===== src/rtl/seg_wishbone_scan.sv =====
// seg_wishbone_scan: Wishbone-slave multiplexed seven-segment driver with per-slot PWM dimming
module seg_wishbone_scan #(
  parameter int NUM_DIGITS = 8,
  parameter int CLK_HZ     = 100_000_000,
  parameter int REFRESH_HZ = 1000
) (
  input  logic                  CLK_I,
  input  logic                  RST_I,
  input  logic                  CYC_I,
  input  logic                  STB_I,
  input  logic                  WE_I,
  input  logic [1:0]            ADR_I,
  input  logic [31:0]           DAT_I,
  output logic [31:0]           DAT_O,
  output logic                  ACK_O,
  output logic [6:0]            O_cathode,
  output logic                  O_dp,
  output logic [NUM_DIGITS-1:0] O_anode
);
  localparam int TICKS    = CLK_HZ / (REFRESH_HZ * NUM_DIGITS);
  localparam int PRESCALE = TICKS / 16;
  localparam int PW       = PRESCALE > 1 ? $clog2(PRESCALE) : 1;
  localparam int DW       = NUM_DIGITS > 1 ? $clog2(NUM_DIGITS) : 1;
  logic [4*NUM_DIGITS-1:0] data;
  logic [NUM_DIGITS-1:0]   dpmask, enable;
  logic [3:0]              bright, phase, nib;
  logic [PW-1:0]           pre;
  logic [DW-1:0]           digit;
  logic                    take, pre_wrap, on;
  logic [31:0]             rdata;
  logic [6:0]              glyph;
  assign take     = CYC_I & STB_I & ~ACK_O;
  assign pre_wrap = pre == PW'(PRESCALE - 1);
  assign on       = enable[digit] && phase <= bright;
  assign nib      = data[{digit, 2'b00} +: 4];
  assign rdata    = ADR_I == 2'd0 ? 32'(data) :
                    ADR_I == 2'd1 ? 32'(dpmask) :
                    ADR_I == 2'd2 ? 32'(enable) : 32'(bright);
  always_comb begin
    glyph = 7'b1111111;
    case (nib)
      4'h0: glyph = 7'b0000001;
      4'h1: glyph = 7'b1001111;
      4'h2: glyph = 7'b0010010;
      4'h3: glyph = 7'b0000110;
      4'h4: glyph = 7'b1001100;
      4'h5: glyph = 7'b0100100;
      4'h6: glyph = 7'b0100000;
      4'h7: glyph = 7'b0001111;
      4'h8: glyph = 7'b0000000;
      4'h9: glyph = 7'b0000100;
      4'hA: glyph = 7'b0001000;
      4'hB: glyph = 7'b1100000;
      4'hC: glyph = 7'b0110001;
      4'hD: glyph = 7'b1000010;
      4'hE: glyph = 7'b0110000;
      4'hF: glyph = 7'b0111000;
      default: glyph = 7'b1111111;
    endcase
  end
  always_ff @(posedge CLK_I or posedge RST_I) begin
    if (RST_I) begin
      data      <= '0;
      dpmask    <= '0;
      enable    <= '1;
      bright    <= 4'hF;
      ACK_O     <= 1'b0;
      DAT_O     <= '0;
      pre       <= '0;
      phase     <= '0;
      digit     <= '0;
      O_anode   <= '1;
      O_cathode <= '1;
      O_dp      <= 1'b1;
    end else begin
      ACK_O <= take;
      DAT_O <= (take && !WE_I) ? rdata : '0;
      if (take && WE_I) begin
        case (ADR_I)
          2'd0: data <= DAT_I[4*NUM_DIGITS-1:0];
          2'd1: dpmask <= DAT_I[NUM_DIGITS-1:0];
          2'd2: enable <= DAT_I[NUM_DIGITS-1:0];
          default: bright <= DAT_I[3:0];
        endcase
      end
      pre <= pre_wrap ? '0 : pre + 1'b1;
      if (pre_wrap) begin
        phase <= phase + 1'b1;
        if (phase == 4'hF) digit <= digit == DW'(NUM_DIGITS - 1) ? '0 : digit + 1'b1;
      end
      // outputs latch this cycle's scan/register state so pins change on a clean edge
      O_anode   <= on ? ~(NUM_DIGITS'(1) << digit) : '1;
      O_cathode <= on ? glyph : '1;
      O_dp      <= on ? ~dpmask[digit] : 1'b1;
    end
  end
endmodule


===== config.mk =====
export PLATFORM = sky130hd
export DESIGN_NAME = seg_wishbone_scan
export DESIGN_NICKNAME = d
export VERILOG_FILES = /design/src/rtl/seg_wishbone_scan.sv
export SDC_FILE = /design/constraint.sdc
export NUM_CORES = 1
export LEC_CHECK = 0
export BUFFER_PORTS_ARGS = -buffer_cell sky130_fd_sc_hd__buf_2
export CELL_PAD_IN_SITES_DETAIL_PLACEMENT = 0
export CELL_PAD_IN_SITES_GLOBAL_PLACEMENT = 1
export CORE_UTILIZATION = 25
export DETAILED_ROUTE_END_ITERATION = 8
export PLACE_DENSITY = 0.61
export SLEW_MARGIN = 10
export SYNTH_ARGS = -nofsm -noshare
export SYNTH_HDL_FRONTEND = slang
export SYNTH_SLANG_ARGS = --single-unit
export TNS_END_PERCENT = 1

===== constraint.sdc =====
create_clock -name CLK_I -period 4.19 [get_ports CLK_I]
set_input_delay 1.0475 -clock CLK_I [delete_from_list [all_inputs] [get_ports CLK_I]]
set_output_delay 1.0475 -clock CLK_I [all_outputs]
set_load 0.01 [all_outputs]

==> results.py <==
metrics = {
    "critical_path": {
        "cp_max_fo": 22,
        "startpoint_type": "register",
        "crit_chain": "a2111oi_0 > nor4_2 > or2_4 > a21oi_1 > o31ai_1",
        "cpPeakStageDelay_ps": 1090,
        "setup.worst_path.end_class": "register",
        "path_class": "register to register",
        "arrival_ps": 3340,
        "cp.required_ps": 4510,
        "slowest_stage": "nor4_2",
    },
    "power_and_ir_drop": {
        "p_leak_nw": 3.02,
        "p_per_area_mw_per_mm2": 515,
        "peakVddDrop_mv": 0.306,
        "power_mw": 3.38,
    },
    "floorplanning": {
        "placementRows": 52,
        "io_pins": 88,
        "dieWidth_um": 147,
        "die_area_mm2": 0.0215,
        "fp.dieH_um": 147,
        "initial_core_util": 0.257,
        "core_area_mm2": 0.0204,
    },
    "global_route": {
        "global_route.usage.total": 0.124,
        "antenna_found_initial": 0,
        "grt_pass1_vias": 3717,
        "grt_pass1_wl_mm": 20.2,
        "grt_max_degree": 66,
        "grt_overflow_total": 0,
    },
    "hold_path": {
        "hp-class": "register to register",
    },
    "timing": {
        "fin_crit_sh": 0.723,
        "fin_ws_ps": 1160,
        "fmax_mhz": 330,
        "fin_crit_ps": 3030,
        "max-slew-margin-rel": 0.174,
        "rsz0062_at_grt": "false",
        "clock-skew-final_ps": 12.6,
        "finalSetupViolCount": 0,
        "whs_ps": 456,
        "slew_viol_final": 0,
        "finalSetupTns_ps": 0,
        "tightest_slew_ps": 1230,
        "final_hold_viol_count": 0,
    },
    "placed_design": {
        "gp_congestion": 0.735,
        "hpwl_mm": 8.76,
        "dp_slack_ps": 1160,
        "place_area_mm2": 0.00597,
        "portBuffers": 87,
        "dp.cells": 740,
    },
    "routing": {
        "drt_iter0_drc": 194,
        "route.antenna.remaining_nets": 0,
        "vias": 3393,
        "routed_wl_mm": 12.4,
        "wl_per_cell_um": 16.1,
        "drt_drc_violations_left": 0,
        "drt_pass1_iterations": 4,
        "via_per_inst": 4.40,
    },
    "layout": {
        "utilization": 0.322,
        "diodes": 0,
        "area_growth_syn_to_layout_pct": 25.2,
        "multi_input_area_mm2": 0.00211,
        "fin_nets": 547,
        "layout-drive-gt1-share": 0.440,
        "fillers": 2039,
        "finalInstanceArea_mm2": 0.00656,
        "layout.area.seq_mm2": 0.00299,
        "stdcell_count": 772,
    },
    "cts": {
        "clkLatencyLatePin_ps": 410,
        "cts_max_level": 4,
        "cts_resized": 0,
        "clkTransAtPathRegs_ps": 50,
        "post_cts_buffers": 0,
        "cts_tree": "built",
        "clock_sinks": 118,
        "numCtsBuffers": 17,
        "ctsHoldBuffers": 0,
        "root_buffer": "clkbuf_16",
        "clockBufferDepth": 2,
    },
    "synth": {
        "synthArstFlopShare": 1.00,
        "syn_nets": 453,
        "synth_top_area_cell": "dfrtp_1",
        "synth_top_area_frac": 0.430,
        "yosys-top-cells-area": "dfrtp_1 43%, dfstp_2 14%, mux2_2 11%",
        "syn_avg_cell_area_um2": 13.3,
        "netlist_area_mm2": 0.00524,
        "yosysWarnings": 0,
        "ys_seq_elements": 118,
        "yosysSeqAreaShare": 0.570,
        "synth.distinct_cells": 44,
        "synth_edf_count": 0,
        "synthCells": 395,
        "synth_ff_type": "dfrtp_1",
    },
    "run_status": {
        "run_status": "finished, final reports clean",
    },
    "job": {
        "drv_cap": 0,
    },
}
state kept, by name (all words and copies together), names as in the netlist:
name       cells
DAT_O         32
data          32
pre           10
O_anode        8
dpmask         8
enable         8
O_cathode      7
bright         4
phase          4
digit          3
ACK_O          1
O_dp           1
metal layers:
metal | up-vias | global-route usage | share of wire
li1 | 1565 | - | -
met1 | 1738 | 0.153 | 0.44
met2 | 72 | 0.203 | 0.49
met3 | 18 | 0.0376 | 0.048
met4 | 0 | 0.0500 | 0.017
met5 | - | 0 | 0
final timing paths:
check	from	to	slack (ps)	cells past startpoint
max	digit[0]	O_cathode[6]	1160	5
min	ACK_O	ACK_O	460	1
max reg2reg	digit[0]	O_cathode[6]	1160	5
min reg2reg	ACK_O	ACK_O	460	1
max in group asynchronous	RST_I	O_anode[0]	2580	3
min in group asynchronous	RST_I	data[30]	790	2
cell families (layout without fill, tap and decap cells):
kind of cell / count (synthesis) / count (layout) / share of synthesized area
DFF: 118 / 118 / 0.570
and+or+nand+nor: 112 / 112 / 0.111
muxes: 76 / 76 / 0.193
buffers and inverters: 31 / 138 / 0.0282
AOI/OAI and AO/OA: 30 / 30 / 0.0368
adders and majority gates: 19 / 19 / 0.0454
xor gates and xnor gates: 9 / 9 / 0.0150
placed cells by master, fill, tap and decap left out, types with 2 or more instances in the layout:
master,count
xor2_1,3
a2111oi_1,2
buf_4,3
mux2_2,53
inv_1,12
xnor2_1,6
and2b_1,3
nand2_1,25
mux4_2,13
o21ai_0,7
dfrtp_1,90
nor2_1,22
a2111oi_0,2
ha_1,19
a21oi_1,9
and2_1,26
o21a_1,2
clkinv_2,5
clkbuf_16,17
clkbuf_8,4
or3_1,2
o221ai_1,2
and3_1,3
clkbuf_1,2
nand4_1,4
and4_1,2
nor2b_1,9
mux2i_1,7
o211ai_1,2
dfstp_2,28
bufinv_16,2
buf_2,87
nand3_1,11
where the power goes:
part           total (mW)  switching (mW)  internal [mW]
registers            1.46           0.125           1.34
logic               0.487           0.229          0.258
clock network        1.43           0.501          0.933
total                3.38           0.855           2.53
area by class of cell:
type | count | share of cell area
multi-input combinational | 246 | 0.322
tap | 270 | 0.0515
inverter | 15 | 0.00896
clock buffer | 23 | 0.0744
sequential | 118 | 0.455
timing repair buffer | 91 | 0.0728
clock inverter | 9 | 0.0154
synthesized netlist by cell type, types with 2 or more instances:
library cell / instances
nor2b_1: 9
a21oi_1: 9
xnor2_1: 6
o21ai_0: 7
buf_6: 3
ha_1: 19
a2111oi_1: 2
inv_1: 13
o211ai_1: 2
nand2_1: 25
mux4_2: 13
mux2_2: 53
o221ai_1: 2
or3_1: 2
dfrtp_1: 90
xor2_1: 3
a2111oi_0: 2
clkbuf_1: 4
buf_2: 4
o21a_1: 2
and3_1: 3
nand4_1: 4
and4_1: 2
and2b_1: 3
nand3_1: 11
buf_1: 4
nor3_1: 2
mux2i_1: 7
dfstp_2: 28
and2_1: 26
nor2_1: 22
worst max-delay path: cells and delay by family, from the launching register on:
family	cells	cell delay (ps)
AND/OR/NAND/NOR	2	1370
flip-flops	1	990
AO/OA/AOI/OAI	3	580
No activity file was read; power rests on OpenSTA's default activity.
